<file path="config.mk">
export PLATFORM = sky130hd
export DESIGN_NAME = sp_fifo_fwft_flat
export DESIGN_NICKNAME = d
export VERILOG_FILES = /design/src/rtl/sp_fifo_fwft_if.sv /design/src/rtl/sp_fifo_fwft.sv /design/src/flat_wrapper.sv
export SDC_FILE = /design/constraint.sdc
export NUM_CORES = 1
export LEC_CHECK = 0
export CORE_UTILIZATION = 65
export DETAILED_ROUTE_END_ITERATION = 8
export DONT_BUFFER_PORTS = 1
export PLACE_DENSITY = 0.82
export SKIP_CTS_REPAIR_TIMING = 1
export SYNTH_ARGS = -nofsm -noshare
export SYNTH_HDL_FRONTEND = slang
export SYNTH_SLANG_ARGS = --single-unit
</file>
<file path="constraint.sdc">
create_clock -name clk -period 6.11 [get_ports clk]
set_clock_uncertainty 0.2 [all_clocks]
set_input_delay 0.3055 -clock clk [delete_from_list [all_inputs] [get_ports clk]]
set_output_delay 0.3055 -clock clk [all_outputs]
set_load 0.02 [all_outputs]
</file>
<file path="src/rtl/sp_fifo_fwft_if.sv">
// Stream handshake bundle for sp_fifo_fwft: RTS/RTR write and read sides
// plus flush and occupancy status.
interface sp_fifo_fwft_if #(
    parameter int WORDLENGTH = 8,
    parameter int DEPTH      = 5
);
    localparam int LW = $clog2(DEPTH + 1);

    logic                  IN_RTS;
    logic                  IN_RTR;
    logic [WORDLENGTH-1:0] IN_DAT;
    logic                  OUT_RTS;
    logic                  OUT_RTR;
    logic [WORDLENGTH-1:0] OUT_DAT;
    logic                  FLUSH;
    logic [LW-1:0]         LEVEL;
    logic                  ALMOST_FULL;
    logic                  ALMOST_EMPTY;

    modport master (
        output IN_RTS, IN_DAT, OUT_RTR, FLUSH,
        input  IN_RTR, OUT_RTS, OUT_DAT, LEVEL, ALMOST_FULL, ALMOST_EMPTY
    );

    modport slave (
        input  IN_RTS, IN_DAT, OUT_RTR, FLUSH,
        output IN_RTR, OUT_RTS, OUT_DAT, LEVEL, ALMOST_FULL, ALMOST_EMPTY
    );
endinterface

</file>
<file path="src/rtl/sp_fifo_fwft.sv">
// Single-clock first-word-fall-through FIFO with arbitrary depth, register
// array storage, occupancy reporting, almost flags and synchronous flush.
module sp_fifo_fwft #(
    parameter int WORDLENGTH = 8,
    parameter int DEPTH      = 5,
    parameter int AF_THRESH  = DEPTH - 1,
    parameter int AE_THRESH  = 1
) (
    input logic             clk,
    input logic             reset,
    sp_fifo_fwft_if.slave   bus
);
    localparam int LW = $clog2(DEPTH + 1);
    localparam int PW = $clog2(DEPTH);

    logic [WORDLENGTH-1:0] mem [DEPTH];
    logic [PW-1:0]         wptr;
    logic [PW-1:0]         rptr;
    logic [PW-1:0]         wptr_next;
    logic [PW-1:0]         rptr_next;
    logic [LW-1:0]         level;
    logic                  in_rdy;
    logic                  out_rdy;
    logic                  in_xfc;
    logic                  out_xfc;

    // Ready flags depend only on registered state and the FLUSH/reset pins.
    always_comb begin
        in_rdy  = reset & ~bus.FLUSH & (level < LW'(DEPTH));
        out_rdy = reset & ~bus.FLUSH & (level != '0);
        in_xfc  = in_rdy & bus.IN_RTS;
        out_xfc = out_rdy & bus.OUT_RTR;
    end

    // Pointers wrap at DEPTH-1 so non-power-of-two depths never index past the array.
    always_comb begin
        wptr_next = (wptr == PW'(DEPTH - 1)) ? '0 : wptr + PW'(1);
        rptr_next = (rptr == PW'(DEPTH - 1)) ? '0 : rptr + PW'(1);
    end

    always_ff @(posedge clk or negedge reset) begin
        if (!reset) begin
            for (int i = 0; i < DEPTH; i++) begin
                mem[i] <= '0;
            end
        end else if (in_xfc) begin
            mem[wptr] <= bus.IN_DAT;
        end
    end

    always_ff @(posedge clk or negedge reset) begin
        if (!reset) begin
            wptr  <= '0;
            rptr  <= '0;
            level <= '0;
        end else if (bus.FLUSH) begin
            wptr  <= '0;
            rptr  <= '0;
            level <= '0;
        end else begin
            if (in_xfc) begin
                wptr <= wptr_next;
            end
            if (out_xfc) begin
                rptr <= rptr_next;
            end
            case ({in_xfc, out_xfc})
                2'b10:   level <= level + LW'(1);
                2'b01:   level <= level - LW'(1);
                default: level <= level;
            endcase
        end
    end

    assign bus.IN_RTR       = in_rdy;
    assign bus.OUT_RTS      = out_rdy;
    assign bus.OUT_DAT      = mem[rptr];
    assign bus.LEVEL        = level;
    assign bus.ALMOST_FULL  = (level >= LW'(AF_THRESH));
    assign bus.ALMOST_EMPTY = (level <= LW'(AE_THRESH));
endmodule

</file>
<file path="src/flat_wrapper.sv">
// flat-port wrapper written by rule: the top's interface ports become plain ports
module sp_fifo_fwft_flat 
#(
    parameter int WORDLENGTH = 8,
    parameter int DEPTH      = 5,
    parameter int AF_THRESH  = DEPTH - 1,
    parameter int AE_THRESH  = 1
)
  (clk, reset, bus_IN_RTS, bus_IN_DAT, bus_OUT_RTR, bus_FLUSH, bus_IN_RTR, bus_OUT_RTS, bus_OUT_DAT, bus_LEVEL, bus_ALMOST_FULL, bus_ALMOST_EMPTY);
  sp_fifo_fwft_if #(.WORDLENGTH(WORDLENGTH), .DEPTH(DEPTH)) bus_i ();
  input logic clk;
  input logic reset;
  input wire logic [$bits(bus_i.IN_RTS)-1:0] bus_IN_RTS;
  input wire logic [$bits(bus_i.IN_DAT)-1:0] bus_IN_DAT;
  input wire logic [$bits(bus_i.OUT_RTR)-1:0] bus_OUT_RTR;
  input wire logic [$bits(bus_i.FLUSH)-1:0] bus_FLUSH;
  output wire logic [$bits(bus_i.IN_RTR)-1:0] bus_IN_RTR;
  output wire logic [$bits(bus_i.OUT_RTS)-1:0] bus_OUT_RTS;
  output wire logic [$bits(bus_i.OUT_DAT)-1:0] bus_OUT_DAT;
  output wire logic [$bits(bus_i.LEVEL)-1:0] bus_LEVEL;
  output wire logic [$bits(bus_i.ALMOST_FULL)-1:0] bus_ALMOST_FULL;
  output wire logic [$bits(bus_i.ALMOST_EMPTY)-1:0] bus_ALMOST_EMPTY;
  assign bus_i.IN_RTS = bus_IN_RTS;
  assign bus_i.IN_DAT = bus_IN_DAT;
  assign bus_i.OUT_RTR = bus_OUT_RTR;
  assign bus_i.FLUSH = bus_FLUSH;
  assign bus_IN_RTR = bus_i.IN_RTR;
  assign bus_OUT_RTS = bus_i.OUT_RTS;
  assign bus_OUT_DAT = bus_i.OUT_DAT;
  assign bus_LEVEL = bus_i.LEVEL;
  assign bus_ALMOST_FULL = bus_i.ALMOST_FULL;
  assign bus_ALMOST_EMPTY = bus_i.ALMOST_EMPTY;
  sp_fifo_fwft #(.WORDLENGTH(WORDLENGTH), .DEPTH(DEPTH), .AF_THRESH(AF_THRESH), .AE_THRESH(AE_THRESH)) u_core (.clk(clk), .reset(reset), .bus(bus_i));
endmodule
</file>
==> metrics <==
status completed; clk sinks 49; CTS Buf Count 5; fin util 0.7466; Worst-Skew Late Latency 0.31 ns; Ys Warns 0; Post-DP Area 0.002536 mm2; P&R area growth vs syn 8.799%; initial antenna violation count 0; Final Cycle Share 0.4826; nets 231; crit path launch type flop; sequential cell area fraction in the yosys report 0.4844; Reg clk slew, reported paths 0.09 ns; Max Root-Sink Buffers 2; worst rel slew slack 0.4565; dpl hpwl 3263 um; largest stage delay on the critical path 0.88 ns; Max IR drop VDD 0.1763 mV; Post-synth ARST share 1.000; max-cap check violation count 0; CTS tree done; delay-heaviest family, CP flip-flops; via count 1607; measured slew at the worst slew-check pin 0.8153 ns; WS Path Type reg -> out; core area 0.003689 mm2; fin crit period 2.949 ns; number of H-tree levels 2; CP arrival 2.44 ns; setup TNS 0 ns; most frequent cells in the layout dfrtp_1, mux2_2, mux2i_1; Leakage 1.246 nW; net switching power 0.0002011 W; post-synthesis net count 223; effective utilization at floorplan 0.6862; Seq cells post-synth 49; number of diodes 0; # DRC 0; first-pass GRT wire length 8217 um; count of pins over their slew limit 0; clock root buffer clkbuf_8; Die ar. 0.004147 mm2; vias in the first global route 1686; worst-path cell chain inv_1 > nor2_1 > a21oi_1 > o22ai_1; setup repair after global routing missed its margin false; P per Cell Area 248.6 mW/mm2; Routed WL 4939 um; die height 64.40 um; Critical Path End Type primary output; DR iter-0 viols 157; Post-synth EDFFs 0; Synth cell types 37; sequential power share 0.544; final hold vios 0; Power Internal 0.0004836 W; Cells after Synth 202; die extent in x 64.40 um; count of input and output buffers 0; commonest register cell after synthesis dfrtp_1; Comb power frac 0.173; class of the worst hold path in -> reg; Req. time, crit path 5.60 ns; switching part of the total 0.2937; commonest non-fill, non-tap cell in the layout dfrtp_1; RD Place Congestion 0.7579; fraction of layout cells with a size suffix above 1 0.2796; std cell rows 22; Synth Area per Inst 12.53 um2; main area contributors after synthesis dfrtp_1, mux2_2, mux2i_1; TritonRoute pass-1 iters 4; WP buf/inv 1; largest fanout on the critical path 20; fmax 339.1 MHz; mapped cell area 0.002531 mm2; fin area 0.002754 mm2; clock share of power 0.283; antenna-violating nets left 0; post-synth top area cell dfrtp_1; Avg WL per Cell 19.07 um; GRT Util Overall 0.2750; DR vias/cell 6.205; GRT overflow 0; Yosys top cell area share 0.4844; Boundary Pins 28; fin cells 259; pin count of the biggest net entering global routing 52; slowest cell on the critical path dfrtp_1; final setup fails 0; DP Cell Count 240
-- routing by layer --
| metal | share of wire | up-vias | GRT usage |
|---|---|---|---|
| met5 | 0 | - | 0 |
| met4 | 0.021 | 0 | 0.1278 |
| met3 | 0.030 | 8 | 0.07857 |
| met2 | 0.51 | 28 | 0.4421 |
| met1 | 0.43 | 820 | 0.3417 |
| li1 | - | 751 | - |
-- cell type report --
| type | count | area (um2) |
|---|---|---|
| Sequential cell | 49 | 1226 |
| Clock inverter | 3 | 21.27 |
| Timing Repair Buffer | 11 | 127.6 |
| Inverter | 8 | 30.03 |
| Clock buffer | 5 | 68.82 |
| Fill cell | 238 | 934.6 |
| Multi-Input combinational cell | 135 | 1220 |
| Tap cell | 48 | 60.06 |
-- stage by stage --
step | worst slack (ns) | hold slack (ns) | total power, W
global route | 2.926 | 0.05161 | 0.0007202
finish | 3.161 | 0.05800 | 0.0006847
floorplan | 3.878 | -0.1901 | 0.0004646
CTS | 3.162 | -0.5380 | 0.0006735
detailed placement | 3.513 | -0.1888 | 0.0004807
global placement | 3.580 | -0.1889 | 0.0004730
-- power by group through the flow --
stage | Sequential (W) | Combinational (W) | Clock (W)
final | 0.000373 | 0.000118 | 0.000194
after global routing | 0.000376 | 0.000131 | 0.000213
after CTS | 0.000372 | 0.000102 | 0.000199
after detailed placement | 0.000379 | 0.000102 | 0
after global placement | 0.000376 | 0.0000968 | 0
after floorplan | 0.000371 | 0.0000932 | 0
-- sequential cells by signal (all words and copies together) (netlist names) --
signal / cells
u_core.bus.LEVEL: 3
u_core.mem: 40
u_core.rptr: 3
u_core.wptr: 3
-- Yosys cell counts (4+ instances only) --
cell,n
nor2_1,14
inv_1,6
nand2_1,6
o22ai_1,7
mux2i_1,18
mux2_2,39
nor4_4,4
a21oi_1,14
clkbuf_1,6
dfrtp_1,49
ha_1,8
-- worst paths after layout --
kind / from / to / slack [ns] / cells after the start
max in group asynchronous: reset / u_core.mem[25] / 5.18 / 2
max: u_core.rptr[0] / bus_OUT_DAT[2] / 3.16 / 4
min in group asynchronous: reset / u_core.rptr[1] / 0.30 / 2
max reg2reg: u_core.bus.LEVEL[0] / u_core.bus.LEVEL[0] / 3.61 / 6
min reg2reg: u_core.mem[15] / u_core.mem[15] / 0.30 / 1
min: bus_IN_RTS / u_core.bus.LEVEL[1] / 0.06 / 2
-- kinds of logic after synthesis --
group,count (synthesis),share of synthesized area
compound gates,30,0.07118
xor+xnor,1,0.003461
fa+ha+maj,8,0.03955
buf+inv,18,0.03361
flops,49,0.4844
mux,60,0.2625
simple gates,36,0.1053
Note: power is estimated with default switching activity, not from simulation.
